## config.mk

```make
export PLATFORM = sky130hd
export DESIGN_NAME = ntt_stream_loader
export DESIGN_NICKNAME = d
export VERILOG_FILES = /design/src/rtl/ntt_loader_pkg.sv /design/src/rtl/ntt_row_buffer.sv /design/src/rtl/ntt_stream_loader.sv
export SDC_FILE = /design/constraint.sdc
export NUM_CORES = 1
export LEC_CHECK = 0
export ABC_AREA = 1
export CAP_MARGIN = 5
export CORE_UTILIZATION = 26
export DETAILED_ROUTE_END_ITERATION = 7
export HOLD_SLACK_MARGIN = 0.02
export PLACE_DENSITY = 0.52
export SLEW_MARGIN = 20
export SYNTH_ARGS = -nofsm -noshare
export SYNTH_HDL_FRONTEND = slang
export SYNTH_SLANG_ARGS = --single-unit
```

## constraint.sdc

```tcl
create_clock -name clk -period 15.35 [get_ports clk]
set_clock_uncertainty 0.2 [all_clocks]
set_input_delay 3.07 -clock clk [delete_from_list [all_inputs] [get_ports clk]]
set_output_delay 3.07 -clock clk [all_outputs]
set_load 0.005 [all_outputs]
```

## src/rtl/ntt_loader_pkg.sv

```systemverilog
// Shared types for the NTT stream loader: controller states and op_mode encodings.
package ntt_loader_pkg;

  typedef enum logic [2:0] {
    StIdle,
    StLoad,
    StKick,
    StWait,
    StFetch,
    StCapt,
    StEmit,
    StFin
  } state_e;

  localparam logic [1:0] MODE_NOP    = 2'b00;
  localparam logic [1:0] MODE_LOAD   = 2'b01;
  localparam logic [1:0] MODE_UNLOAD = 2'b10;
  localparam logic [1:0] MODE_FULL   = 2'b11;

endpackage

```

## src/rtl/ntt_row_buffer.sv

```systemverilog
// Holds one row read from all banks at once and presents a single column of it.
module ntt_row_buffer #(
  parameter int unsigned D_WIDTH = 17,
  parameter int unsigned BN      = 16,
  localparam int unsigned CBW    = $clog2(BN)
) (
  input  logic                  clk,
  input  logic                  capt_i,
  input  logic [BN*D_WIDTH-1:0] rdata_i,
  input  logic [CBW-1:0]        col_i,
  output logic [D_WIDTH-1:0]    data_o
);

  logic [D_WIDTH-1:0] row_q [BN];

  // Contents are only meaningful after a capture, so no reset is needed.
  always_ff @(posedge clk) begin
    if (capt_i) begin
      for (int b = 0; b < BN; b++) begin
        row_q[b] <= rdata_i[b*D_WIDTH +: D_WIDTH];
      end
    end
  end

  assign data_o = row_q[col_i];

endmodule

```

## src/rtl/ntt_stream_loader.sv

```systemverilog
// Streams coefficients into the banked memory, kicks the NTT core, and streams the
// banked result back out in natural index order (index = row*BN + col).
module ntt_stream_loader
  import ntt_loader_pkg::*;
#(
  parameter int unsigned D_WIDTH = 17,
  parameter int unsigned BN      = 16,
  parameter int unsigned DEGREE  = 256,
  localparam int unsigned MA     = DEGREE / BN,
  localparam int unsigned AW     = $clog2(MA),
  localparam int unsigned CW     = $clog2(DEGREE + 1)
) (
  input  logic                  clk,
  input  logic                  rst_n,
  input  logic                  op_start_i,
  input  logic [1:0]            op_mode_i,
  input  logic [D_WIDTH-1:0]    modulus_i,
  input  logic                  in_valid_i,
  output logic                  in_ready_o,
  input  logic [D_WIDTH-1:0]    in_data_i,
  output logic                  out_valid_o,
  input  logic                  out_ready_i,
  output logic [D_WIDTH-1:0]    out_data_o,
  output logic                  out_last_o,
  output logic [BN-1:0]         mem_we_o,
  output logic                  mem_re_o,
  output logic [AW-1:0]         mem_addr_o,
  output logic [D_WIDTH-1:0]    mem_wdata_o,
  input  logic [BN*D_WIDTH-1:0] mem_rdata_i,
  output logic                  core_start_o,
  input  logic                  core_done_i,
  output logic                  busy_o,
  output logic                  op_done_o,
  output logic                  range_err_o
);

  localparam int unsigned CBW = $clog2(BN);

  state_e             state_q;
  logic [1:0]         mode_q;
  logic [CW-1:0]      cnt_q;
  logic [AW-1:0]      row_q;
  logic [CBW-1:0]     col_q;
  logic               in_ready_q, out_valid_q, mem_re_q, core_start_q;
  logic               busy_q, op_done_q, range_err_q;
  logic [BN-1:0]      mem_we_q;
  logic [AW-1:0]      mem_addr_q;
  logic [D_WIDTH-1:0] mem_wdata_q;
  logic [D_WIDTH-1:0] buf_data;
  logic               in_hs, out_hs, capt;

  assign in_hs  = in_ready_q & in_valid_i;
  assign out_hs = out_valid_q & out_ready_i;
  assign capt   = (state_q == StCapt);

  ntt_row_buffer #(
    .D_WIDTH(D_WIDTH),
    .BN     (BN)
  ) u_row_buffer (
    .clk    (clk),
    .capt_i (capt),
    .rdata_i(mem_rdata_i),
    .col_i  (col_q),
    .data_o (buf_data)
  );

  always_ff @(posedge clk or negedge rst_n) begin
    if (!rst_n) begin
      state_q      <= StIdle;
      mode_q       <= MODE_NOP;
      cnt_q        <= '0;
      row_q        <= '0;
      col_q        <= '0;
      in_ready_q   <= 1'b0;
      out_valid_q  <= 1'b0;
      mem_re_q     <= 1'b0;
      core_start_q <= 1'b0;
      busy_q       <= 1'b0;
      op_done_q    <= 1'b0;
      range_err_q  <= 1'b0;
      mem_we_q     <= '0;
      mem_addr_q   <= '0;
      mem_wdata_q  <= '0;
    end else begin
      core_start_q <= 1'b0;
      op_done_q    <= 1'b0;
      mem_re_q     <= 1'b0;
      mem_we_q     <= '0;
      unique case (state_q)
        StIdle: begin
          if (op_start_i) begin
            mode_q      <= op_mode_i;
            range_err_q <= 1'b0;
            cnt_q       <= '0;
            row_q       <= '0;
            col_q       <= '0;
            busy_q      <= 1'b1;
            unique case (op_mode_i)
              MODE_LOAD, MODE_FULL: begin
                state_q    <= StLoad;
                in_ready_q <= 1'b1;
              end
              MODE_UNLOAD: begin
                state_q    <= StFetch;
                mem_re_q   <= 1'b1;
                mem_addr_q <= '0;
              end
              default: begin
                state_q   <= StFin;
                op_done_q <= 1'b1;
              end
            endcase
          end
        end
        StLoad: begin
          if (in_hs) begin
            mem_we_q    <= BN'(1) << cnt_q[CBW-1:0];
            mem_addr_q  <= cnt_q[CBW +: AW];
            mem_wdata_q <= in_data_i;
            cnt_q       <= cnt_q + 1'b1;
            if (in_data_i >= modulus_i) range_err_q <= 1'b1;
            if (cnt_q == CW'(DEGREE - 1)) in_ready_q <= 1'b0;
          end else if (!in_ready_q) begin
            // The last write is on the bus this cycle; leave only once it has issued.
            if (mode_q == MODE_FULL) begin
              state_q      <= StKick;
              core_start_q <= 1'b1;
            end else begin
              state_q   <= StFin;
              op_done_q <= 1'b1;
            end
          end
        end
        StKick: state_q <= StWait;
        StWait: begin
          if (core_done_i) begin
            state_q    <= StFetch;
            mem_re_q   <= 1'b1;
            mem_addr_q <= '0;
            row_q      <= '0;
            col_q      <= '0;
          end
        end
        StFetch: state_q <= StCapt;
        StCapt: begin
          state_q     <= StEmit;
          out_valid_q <= 1'b1;
        end
        StEmit: begin
          if (out_hs) begin
            col_q <= col_q + 1'b1;
            if (col_q == CBW'(BN - 1)) begin
              out_valid_q <= 1'b0;
              if (row_q == AW'(MA - 1)) begin
                state_q   <= StFin;
                op_done_q <= 1'b1;
              end else begin
                state_q    <= StFetch;
                row_q      <= row_q + 1'b1;
                mem_re_q   <= 1'b1;
                mem_addr_q <= row_q + 1'b1;
              end
            end
          end
        end
        StFin: begin
          state_q <= StIdle;
          busy_q  <= 1'b0;
        end
        default: state_q <= StIdle;
      endcase
    end
  end

  assign in_ready_o   = in_ready_q;
  assign out_valid_o  = out_valid_q;
  assign out_data_o   = out_valid_q ? buf_data : '0;
  assign out_last_o   = out_valid_q && (row_q == AW'(MA - 1)) && (col_q == CBW'(BN - 1));
  assign mem_we_o     = mem_we_q;
  assign mem_re_o     = mem_re_q;
  assign mem_addr_o   = mem_addr_q;
  assign mem_wdata_o  = mem_wdata_q;
  assign core_start_o = core_start_q;
  assign busy_o       = busy_q;
  assign op_done_o    = op_done_q;
  assign range_err_o  = range_err_q;

endmodule

```

==> summary.txt <==
CTS
  – Later-pin clock latency in the skew report: roughly 0.55 ns
  – Reg clk slew, reported paths: approximately 0.060 ns
  – Post-CTS setup buffer count: 0
  – CTS tree: built
  – CTS H-tree depth: 2
  – CTS Hold Buffers Added: 0
  – CTS Buf Count: 40
  – Clk sink count: between 300 and 400
  – Clk root buf: clkbuf_16
  – Clock buffer depth: 3
  – Post_cts resized: 0

STA
  – Period utilization: between 40% and 50%
  – Endpoints failing setup: 0
  – Final Hold Fails: 0
  – Setup_tns: 0 ns
  – Worst rel slew slack: about a fifth
  – Worst-Margin Slew: ~1.2 ns
  – Post-layout min period: 7.36 ns
  – Hold_ws: 0.274 ns
  – Max Transition Viols Final: 0
  – RSZ-0062 raised after global routing: false
  – Fin worst setup slack: roughly 8.0 ns
  – FMAX: roughly 140 MHz

Synth
  – Sequential fraction of the synthesis area: a little over two thirds
  – #FFs+latches synth: 338
  – Synth Area in Simple Gates: 10.8%
  – Async SR Flop Fraction: between 10% and 20%
  – Largest family of logic cells by synthesized area: compound AO/OA/AOI/OAI gates
  – Mapped Area: around 14,000 um^2
  – XOR/XNOR share of the synthesized area: 0%
  – Synth unique cells: 39
  – Post-synth top flop: edfxtp_1
  – Synth warnings: 0
  – Fraction of synthesized area in multiplexers: 0%
  – Post-synth EDFFs: about 270
  – Post-Syn Nets: between 1,000 and 1,500
  – Compound-Gate Fraction of Synth Area: roughly an eighth
  – Gate Count Post-Synth: approximately 1,100
  – Adder-cell share of the synthesized area: 2.34%
  – Mapped Avg Cell Area: between 10 and 15 um^2

GRT
  – Maximum number of pins on one net before global-route repair: ~190
  – Number of global-route vias before repair: 10,300
  – Initial antenna violation count: 15
  – GR Overflow Total: 0
  – First-pass GRT wire length: 66,600 um
  – All-Layer GR Usage: approximately 17%

Worst setup path
  – Slowest Stage Delay on Critical Path: just over 0.8 ns
  – Cell family with most CP delay: buffers and inverters
  – CP Cell Sequence: inv_4, buf_4, nor2_1, o221ai_1, o211ai_1, a21oi_1, clkdlybuf4s50_1
  – Crit path arrival time: between 4 and 5 ns
  – Worst Setup End Kind: output pin
  – Worst EP required: between 10 and 15 ns
  – Critical path class: register to output pin
  – CP max stage cell: buf_4
  – Crit path buffers/inverters: 3
  – Setup crit start kind: register
  – Critical-path maximum fanout: 86

Placement
  – Dpl cells: 2,151
  – Hpwl dp: 33,100 um
  – Pre-CTS WS: between 8 and 9 ns
  – Port bufs: around 380
  – Placer Congestion: ~0.84
  – DP Area: approximately 18,000 um^2

Power and ir drop
  – Peak supply drop: 0.0000992 V
  – Pwr Density: roughly 180 nW/um^2
  – Static Leak: around 7.1 nW
  – Total power draw: between 3 and 4 mW

Routing
  – Drt pass-1 iters: 5
  – Routed WL: about 47,000 um
  – Final ANT Viol Nets: 0
  – Starting DRT DRC Count: around 870
  – Vias post-DR: 10,300
  – Post-route DRC: 0
  – Via density: about 4.6
  – WL/cell: approximately 21 um

Flow run
  – Number of max-cap violations: 0

Floorplan
  – Initial core utilization: 26.4%
  – Ports: 376
  – Die Ht: between 200 and 250 um
  – Core Area: 52,700 um^2
  – Rows: 84
  – Die footprint: approximately 54,000 um^2
  – Die X-Extent: between 200 and 250 um

Layout
  – Utilization after layout: ~38%
  – Non-filler cells in the finished layout: ~2,200
  – Final #Nets: roughly 1,800
  – P&R area growth vs syn: 42.3%
  – Final instance area: ~20,000 um^2
  – Commonest cells after routing, fill and taps aside: 374 x clkdlybuf4s50_1, 272 x edfxtp_1, 170 x nor2_1
  – Layout cells sized above 1: under 10%
  – Commonest non-fill, non-tap cell in the layout: clkdlybuf4s50_1
  – # fillers: approximately 5,100

Hold path
  – Worst Hold Class: register to register

Outcome
  – Status: complete, no violations
where the power goes:
| group | leakage [nW] | switching, mW | internal [mW] | total (mW) |
|---|---|---|---|---|
| Sequential | 3.41 | 0.114 | 1.32 | 1.43 |
| Combinational | 3.04 | 0.647 | 0.393 | 1.04 |
| Clock | 0.683 | 0.395 | 0.609 | 1.00 |
| Total | 7.13 | 1.16 | 2.32 | 3.48 |
worst reg2reg max path, cell delays in order (launching register included):
cell,delay (ns)
dfrtp_1,0.41
inv_1,0.10
nor2_4,0.12
inv_1,0.10
nor2_4,0.54
buf_12,0.62
per-layer routing:
metal / part of all wire, % / global-route usage, % / vias to the layer above
met1: 44 / 22.4 / 5019
met2: 47 / 26.6 / 315
met5: 0.14 / 0 / -
met3: 6.8 / 4.64 / 73
met4: 1.9 / 5.17 / 10
li1: - / - / 4880
synthesized netlist by cell type (all sizes together), types with 2 or more instances:
library cell    n  area (um^2)
dfrtp          66         1650
o21ai         165          830
nor2          178          701
o211ai         19          143
buf            15         78.8
nand3b          2         18.8
ha             26          325
clkinv          2         7.51
clkbuf         46          173
nand3          30          160
nand2         130          505
a21oi          32          164
edfxtp        272         8170
o221ai         50          438
nor3           16         85.1
inv            63          236
o22ai          20          125
cell type report:
class / instances / area (um^2) / share of cell area [%]
sequential: 338 / 9830 / 49.7
timing repair buffer: 383 / 3820 / 19.3
multi-input combinational: 677 / 3580 / 18.1
clock buffer: 47 / 1080 / 5.47
tap: 688 / 861 / 4.36
clock inverter: 24 / 318 / 1.61
inverter: 65 / 246 / 1.25
antenna: 11 / 27.5 / 0.139
final timing paths:
kind / depth (start not counted) / endpoint / slack (ns) / from
max: 7 / out_data_o[10] / 7.99 / col_q[0]
min in group asynchronous: 2 / mem_wdata_o[6] / 2.54 / rst_n
max in group asynchronous: 2 / col_q[0] / 11.77 / rst_n
max reg2reg: 5 / u_row_buffer.row_q[1][10] / 12.52 / state_q[0]
min: 2 / mode_q[0] / 0.27 / mode_q[0]
min reg2reg: 2 / mode_q[0] / 0.27 / mode_q[0]
flip-flops by register name, indices dropped and copies added, names as in the netlist, 2 cells and up:
name	count
cnt_q	9
col_q	4
mem_addr_o	4
mem_wdata_o	17
mem_we_o	16
mode_q	2
row_q	4
state_q	3
u_row_buffer.row_q	272
cell families (layout without fill, tap and decap cells):
logic type,Yosys count,in the layout
AO/OA/AOI/OAI,291,291
adder cells (fa/ha/maj),26,26
buffers and inverters,126,519
flip-flops,338,338
other,0,11
AND/OR/NAND/NOR,360,360
(Power assumes the default switching activity.)
